==> config.mk <==
export PLATFORM = sky130hd
export DESIGN_NAME = flag_update_unit
export DESIGN_NICKNAME = d
export VERILOG_FILES = /design/src/rtl/arm_pkg.sv /design/src/rtl/cond_eval.sv /design/src/rtl/flag_update_unit.sv
export SDC_FILE = /design/constraint.sdc
export NUM_CORES = 1
export LEC_CHECK = 0
export ABC_AREA = 1
export CAP_MARGIN = 20
export CORE_ASPECT_RATIO = 0.6
export CORE_MARGIN = 4
export CORE_UTILIZATION = 27
export CTS_BUF_LIST = sky130_fd_sc_hd__clkbuf_8 sky130_fd_sc_hd__clkbuf_16
export CTS_CLUSTER_DIAMETER = 150
export CTS_CLUSTER_SIZE = 12
export DETAILED_ROUTE_END_ITERATION = 10
export PLACE_DENSITY = 0.87
export SKIP_CTS_REPAIR_TIMING = 1
export SYNTH_ARGS = -nofsm -noshare
export SYNTH_HDL_FRONTEND = slang
export SYNTH_SLANG_ARGS = --single-unit
==> constraint.sdc <==
create_clock -name CLK -period 3.6 [get_ports CLK]
set_input_delay 1.08 -clock CLK [delete_from_list [all_inputs] [get_ports CLK]]
set_output_delay 1.08 -clock CLK [all_outputs]
set_load 0.005 [all_outputs]
==> src/rtl/arm_pkg.sv <==
// Shared ARM status-flag definitions: data-processing opcodes, condition
// codes, flag-update FSM states and NZCV bit positions in the PSR.
package arm_pkg;

  localparam logic [3:0] OP_AND = 4'b0000;
  localparam logic [3:0] OP_EOR = 4'b0001;
  localparam logic [3:0] OP_SUB = 4'b0010;
  localparam logic [3:0] OP_RSB = 4'b0011;
  localparam logic [3:0] OP_ADD = 4'b0100;
  localparam logic [3:0] OP_ADC = 4'b0101;
  localparam logic [3:0] OP_SBC = 4'b0110;
  localparam logic [3:0] OP_RSC = 4'b0111;
  localparam logic [3:0] OP_TST = 4'b1000;
  localparam logic [3:0] OP_TEQ = 4'b1001;
  localparam logic [3:0] OP_CMP = 4'b1010;
  localparam logic [3:0] OP_CMN = 4'b1011;
  localparam logic [3:0] OP_ORR = 4'b1100;
  localparam logic [3:0] OP_MOV = 4'b1101;
  localparam logic [3:0] OP_BIC = 4'b1110;
  localparam logic [3:0] OP_MVN = 4'b1111;

  localparam logic [3:0] CC_EQ = 4'b0000;
  localparam logic [3:0] CC_NE = 4'b0001;
  localparam logic [3:0] CC_CS = 4'b0010;
  localparam logic [3:0] CC_CC = 4'b0011;
  localparam logic [3:0] CC_MI = 4'b0100;
  localparam logic [3:0] CC_PL = 4'b0101;
  localparam logic [3:0] CC_VS = 4'b0110;
  localparam logic [3:0] CC_VC = 4'b0111;
  localparam logic [3:0] CC_HI = 4'b1000;
  localparam logic [3:0] CC_LS = 4'b1001;
  localparam logic [3:0] CC_GE = 4'b1010;
  localparam logic [3:0] CC_LT = 4'b1011;
  localparam logic [3:0] CC_GT = 4'b1100;
  localparam logic [3:0] CC_LE = 4'b1101;
  localparam logic [3:0] CC_AL = 4'b1110;
  localparam logic [3:0] CC_NV = 4'b1111;

  typedef enum logic {
    ST_IDLE = 1'b0,
    ST_PEND = 1'b1
  } flag_state_e;

  // Flag positions inside the 32-bit PSR.
  localparam int FLAG_N = 31;
  localparam int FLAG_Z = 30;
  localparam int FLAG_C = 29;
  localparam int FLAG_V = 28;

  // Same positions inside a packed 4-bit NZCV nibble.
  localparam int NZCV_N = FLAG_N - FLAG_V;
  localparam int NZCV_Z = FLAG_Z - FLAG_V;
  localparam int NZCV_C = FLAG_C - FLAG_V;
  localparam int NZCV_V = 0;

  // Adder-based opcodes take C/V from the adder; the rest take C from the shifter.
  function automatic logic is_arith_op(input logic [3:0] op);
    case (op)
      OP_SUB, OP_RSB, OP_ADD, OP_ADC,
      OP_SBC, OP_RSC, OP_CMP, OP_CMN: is_arith_op = 1'b1;
      default:                        is_arith_op = 1'b0;
    endcase
  endfunction

endpackage

==> src/rtl/cond_eval.sv <==
// ARM condition-code evaluator; shared with the branch unit.
module cond_eval
  import arm_pkg::*;
(
  input  logic [3:0] cond,
  input  logic [3:0] nzcv,
  output logic       pass
);

  logic n, z, c, v;

  // Decode the 4-bit condition field against the supplied flags.
  always_comb begin
    n    = nzcv[NZCV_N];
    z    = nzcv[NZCV_Z];
    c    = nzcv[NZCV_C];
    v    = nzcv[NZCV_V];
    pass = 1'b0;
    case (cond)
      CC_EQ: pass = z;
      CC_NE: pass = !z;
      CC_CS: pass = c;
      CC_CC: pass = !c;
      CC_MI: pass = n;
      CC_PL: pass = !n;
      CC_VS: pass = v;
      CC_VC: pass = !v;
      CC_HI: pass = c && !z;
      CC_LS: pass = !c || z;
      CC_GE: pass = (n == v);
      CC_LT: pass = (n != v);
      CC_GT: pass = !z && (n == v);
      CC_LE: pass = z || (n != v);
      CC_AL: pass = 1'b1;
      default: pass = 1'b0;
    endcase
  end

endmodule

==> src/rtl/flag_update_unit.sv <==
// Flag update unit: stages NZCV from an ALU result or an MSR write for one
// cycle, drives the status register load (active-low LE), and forwards the
// staged flags to condition evaluation so a dependent instruction sees them
// before the register commits on the falling edge.
module flag_update_unit
  import arm_pkg::*;
(
  input  logic        CLK,
  input  logic        CLR,
  input  logic        alu_valid,
  input  logic        alu_s,
  input  logic [3:0]  alu_op,
  input  logic [31:0] alu_result,
  input  logic        alu_cout,
  input  logic        alu_ovf,
  input  logic        shf_cout,
  output logic        alu_ready,
  input  logic        msr_valid,
  input  logic [3:0]  msr_flags,
  input  logic [31:0] psr_q,
  input  logic [3:0]  cond,
  output logic [31:0] psr_d,
  output logic        psr_le,
  output logic        cond_pass
);

  flag_state_e state_q, state_d;
  logic [3:0]  nzcv_q, nzcv_d;
  logic [3:0]  fwd_nzcv;
  logic [3:0]  alu_nzcv;
  logic        pend;

  assign pend      = (state_q == ST_PEND);
  // MSR has priority; the ALU producer holds its request while blocked.
  assign alu_ready = !msr_valid;

  // Forward staged flags, build ALU flags, and choose the next staged value.
  always_comb begin
    fwd_nzcv = pend ? nzcv_q : psr_q[FLAG_N:FLAG_V];
    alu_nzcv = { alu_result[31],
                 (alu_result == 32'd0),
                 is_arith_op(alu_op) ? alu_cout : shf_cout,
                 is_arith_op(alu_op) ? alu_ovf  : fwd_nzcv[NZCV_V] };
    state_d  = ST_IDLE;
    nzcv_d   = nzcv_q;
    if (msr_valid) begin
      state_d = ST_PEND;
      nzcv_d  = msr_flags;
    end else if (alu_valid && alu_s) begin
      state_d = ST_PEND;
      nzcv_d  = alu_nzcv;
    end
  end

  // State and staged flags; reset cancels any pending commit at once.
  always_ff @(posedge CLK or negedge CLR) begin
    if (!CLR) begin
      state_q <= ST_IDLE;
      nzcv_q  <= 4'b0000;
    end else begin
      state_q <= state_d;
      nzcv_q  <= nzcv_d;
    end
  end

  // Status register write port: load only during the single PEND cycle.
  always_comb begin
    psr_le = !pend;
    psr_d  = pend ? {nzcv_q, psr_q[FLAG_V-1:0]} : 32'd0;
  end

  cond_eval u_cond_eval (
    .cond (cond),
    .nzcv (fwd_nzcv),
    .pass (cond_pass)
  );

endmodule

# Yosys cells after proc, flatten, opt, wreduce, memory -nomap -nowiden
# Memories as Yosys holds them, arrays and structs flattened.
# Index checks and enable logic that the tools add are counted.
[word_totals] ff_bits=5 rom_bits=32 input_bits=84 output_inout_bits=35 wordCells=43 mem_count=2
[classes] eq_ne=16 mux=9 n_reduce_logical=14
[memory_table] memory="(no name shown)" depth=16 word_bits=1 read_ports=1 rd_clocked_by_memory_dff=0 write_ports=0 line_no="arm_pkg.sv:58" source="case (op)"
[memory_table] memory="(no name shown)" depth=16 word_bits=1 read_ports=1 rd_clocked_by_memory_dff=0 write_ports=0 line_no="arm_pkg.sv:58"
[ops] op="zero test 32 bit" n=1
[ops] op="two-way mux 32 bit" n=1
[ops] op="== test 4 bit, second input constant" n=7
[ops] op="== test 4 x 3 -> 1 bit, second input constant" n=4
[ops] op="case mux 1 bit (15 select lines)" n=1
[ops] op="two-way mux 4 bit" n=3
[ops] op="== test 4 x 2 -> 1 bit, second input constant" n=2
[ops] op="zero test 1 bit" n=6
[ops] op="== test 4 x 1 -> 1 bit, second input constant" n=1
[ops] op="zero test 4 bit" n=1
[ops] op="two-way mux 1 bit" n=4
[ops] op="logical AND 1 bit" n=3
[ops] op="logical OR 1 bit" n=2
[ops] op="nonzero test 2 bit" n=1
[ops] op="== test 1 bit" n=1
[ops] op="!= test 1 bit" n=1

# Longest topological paths before layout
[logic_depth] ltp_word=4 ltp_mapped=11 ltp_nobuf=10

# Hierarchy
# Synthesis repeated with hierarchy kept, for this count alone.
[unflattened] hier_cells=198 hier_area_um2=928.4
[by_module_without_submodules] module="flag_update_unit" instances=1 cells_per_inst=143 area_each_um2=699.4 seq_area_each_um2=125.1
[by_module_without_submodules] module="cond_eval" instances=1 cells_per_inst=55 area_each_um2=229.0 seq_area_each_um2=0.0

# Worst setup path before layout
# OpenSTA, ideal clock, no wires.
[synth_timing] path_kind="input port to output port" startpoint="in psr_q[31]" endpoint="out cond_pass" t_arrival_ps=1645 t_required_ps=2520 slack_ps=875 cell_stages=7 n_path_buf=0 cell_sequence="inv_1 o21ai_1 nand2_2 nand3_1 nand3_1 nor2_1 nand2_1"
[synth_via] elab_chain_len=4 word_cells_on_any_way=7 classes_between="2 x eq/ne; 2 x mux; 3 x reduce/logical"
[synth_lines] element="start: declaration" line_no="flag_update_unit.sv:20" source="input logic [31:0] psr_q,"
[synth_lines] element="two-way mux 4 bit (*)" line_no="flag_update_unit.sv:39" source="fwd_nzcv = pend ? nzcv_q : psr_q[FLAG_N:FLAG_V];"
[synth_lines] element="!= test 1 bit or == test 1 bit (tied branches)"
[synth_lines] element="logical OR 1 bit or logical AND 1 bit (tied branches)" line_no="cond_eval.sv:33, cond_eval.sv:32"
[synth_lines] element="case mux 1 bit (15 select lines) (*)" line_no="cond_eval.sv:19" source="case (cond)"
[synth_lines] element="end: declaration" line_no="flag_update_unit.sv:24" source="output logic cond_pass"
# Every way passes the cells marked *; elsewhere a longest branch is shown, timed or not.

# Final worst setup path
# Same ends and word-level chain as after synthesis.

==> results.sh <==
export IMPL_yosysWarningCount=0
export IMPL_hold_path_end="nzcv_q[1]$_DFFE_PN0P_"
export IMPL_multi_input_area_um2=576.8
export IMPL_cp_max_fo=3
export IMPL_worstHoldStart="nzcv_q[1]$_DFFE_PN0P_"
export IMPL_die_w_um=82.21
export IMPL_fin_crit_sh_pct=95.50
export IMPL_r2r_cells=5
export IMPL_io_pins=119
export IMPL_r2r_end="nzcv_q[0]$_DFFE_PN0P_"
export IMPL_area_delta_synth_final_pct=146.7
export IMPL_n_antenna_cell=0
export IMPL_overflow=0
export IMPL_cts_tree="done"
export IMPL_nNetsFinal=390
export IMPL_grt_usage_pct=17.58
export IMPL_antenna_found_initial=0
export IMPL_clock_skew_ps=3.797
export IMPL_register_area_um2=125.1
export IMPL_synth_area_leaders="nand2_1 30%, inv_1 18%, dfrtp_1 14%, nor2_1 10%, nand3_1 5.0%"
export IMPL_ys_seq_elements=5
export IMPL_rrSetupSlack_ps=2330
export IMPL_arrival_ps=2360
export IMPL_final_util_pct=72.84
export IMPL_drive_above_1_share_pct=9.836
export IMPL_setup_viol=0
export IMPL_fillCellCount=255
export IMPL_core_area_mm2=0.003022
export IMPL_vdd_drop_max_mv=0.1363
export IMPL_die_area_mm2=0.004318
export IMPL_worst_hold_slack_ps=571.1
export IMPL_timing_fmax_mhz=290.9
export IMPL_tightest_slew_ps=451.7
export IMPL_wl_per_cell_um=11.41
export IMPL_dp_hpwl_um=3553
export IMPL_avgSynthCellArea_um2=4.875
export IMPL_startpoint_type="input port"
export IMPL_die_h_um=52.53
export IMPL_hp_class="flip-flop to flip-flop"
export IMPL_ys_seq_area_share_pct=14.03
export IMPL_ys_types=22
export IMPL_synth_top_area_cell="nand2_1"
export IMPL_syn_nets=267
export IMPL_routed_wl_um=3959
export IMPL_cp_cell_sequence="clkdlybuf4s50_1 -> inv_2 -> nor2_1 -> nor2_2 -> nand2_2 -> nand3_1 -> nand3_1 -> nor2_2 -> nand2_1 -> dlymetal6s2s_1"
export IMPL_path_class="input port to output port"
export IMPL_rsz0062_at_grt="false"
export IMPL_grt_max_degree=29
export IMPL_cp_required_ps=2520
export IMPL_status="finished clean"
export IMPL_maxSlewViolCount=0
export IMPL_path_clk_slew_ps=30
export IMPL_hold_viol_final=0
export IMPL_gp_congestion=0.9009
export IMPL_grt_pass1_vias=1318
export IMPL_num_rows=15
export IMPL_drtIter0Drc=32
export IMPL_port_buffers=117
export IMPL_fin_crit_ps=3438
export IMPL_drc=0
export IMPL_synthesis_area_um2=892.1
export IMPL_power_leakage_nw=1.197
export IMPL_grt_first_pass_wirelength_um=5754
export IMPL_cts_root_buf="clkbuf_8"
export IMPL_critPathSlowestCell="clkdlybuf4s50_1"
export IMPL_h_tree_depth=1
export IMPL_drt_vias_per_instance=4.245
export IMPL_r2r_start="pend$_DFF_PN0_"
export IMPL_slowest_delay_ps=410
export IMPL_clk_latency_ps=220
export IMPL_dr_pass1_iters=4
export IMPL_ant_nets=0
export IMPL_cts_buffers=3
export IMPL_end_kind="output port"
export IMPL_cts_sinks=5
export IMPL_synthCells=183
export IMPL_holdPathStages=2
export IMPL_max_cap_viol_count=0
export IMPL_p_per_area_mw_per_mm2=188.5
export IMPL_clockBufferDepth=2
export IMPL_start_util_pct=29.52
export IMPL_synth_top_area_share_pct=29.87
export IMPL_via_count=1473
export IMPL_slew_limit_headroom_pct=69.89
## cell type report
cell class | instances | share of cell area, %
tap | 42 | 2.388
sequential | 5 | 5.685
multi-input combinational | 126 | 26.21
inverter | 48 | 8.300
clock inverter | 1 | 0.1706
timing repair buffer | 122 | 55.37
clock buffer | 3 | 1.876
## worst max-delay path, delay by kind of cell
kind	cells	cell delay (ps)
buffers and inverters	3	630
and+or+nand+nor	7	650
## through the flow
step / instances / TNS [ps] / cell area, um2 / power (mW) / worst slack [ps]
2_1_floorplan: 183 / 0 / 892.1 / 0.1467 / 875.2
3_3_place_gp: 343 / -180.1 / 2127 / 0.3069 / -180.1
3_5_place_dp: 343 / -185.1 / 2127 / 0.3109 / -185.1
4_1_cts: 347 / -195.2 / 2172 / 0.4151 / -195.2
5_1_grt: 347 / 0 / 2201 / 0.4495 / 27.31
6_report: 347 / 0 / 2201 / 0.4149 / 162.1
## cell families after synthesis
family / share of synthesized area [%]
flip-flops: 14.03
buffers and inverters: 23.42
AND/OR/NAND/NOR: 55.26
AO/OA/AOI/OAI: 7.292
## layer usage
layer,global-route usage (%),wire length (um)
met1,20.18,1559
met2,30.72,1827
met3,6.701,553
met4,4.144,19
met5,0,0
## where the power goes
group / switching [mW] / internal, mW
Clock: 0.0295 / 0.0732
Combinational: 0.0876 / 0.155
Sequential: 0.00694 / 0.0623
## state kept, by name (all words and copies together) (netlist names)
| register | cells |
|---|---|
| pend | 1 |
| nzcv_q | 4 |
## synthesized netlist by cell type, drive strengths merged
library cell / number
nand2: 76
inv: 48
nor2: 26
nand3: 9
dfrtp: 5
buf: 4
nor4: 4
o21ai: 3
a31oi: 2
o211ai: 2
a21oi: 1
a22o: 1
nand4: 1
o311ai: 1
## placed cells by master, fill, tap and decap left out, types with 2 or more instances in the layout
master	n
nor2_1	18
clkbuf_8	3
clkdlybuf4s50_1	113
nand3_1	9
a31oi_1	2
nor4_1	3
o211ai_1	2
nor2_2	8
nand2_1	71
inv_1	42
nand2_4	2
buf_4	5
o21ai_0	2
inv_2	6
dlymetal6s2s_1	4
dfrtp_1	5
nand2_2	3
## worst max path at each step
| stage | from | endpoint | slack, ps | cells after the start |
|---|---|---|---|---|
| global placement | cond[3] | cond_pass | -180 | 9 |
| detailed placement | psr_q[28] | cond_pass | -190 | 10 |
| CTS | psr_q[28] | cond_pass | -200 | 10 |
| global route | psr_q[31] | cond_pass | 30 | 11 |
| floorplan | psr_q[31] | cond_pass | 880 | 7 |
| finish | psr_q[31] | cond_pass | 160 | 10 |
No activity file was read; power rests on OpenSTA's default activity.
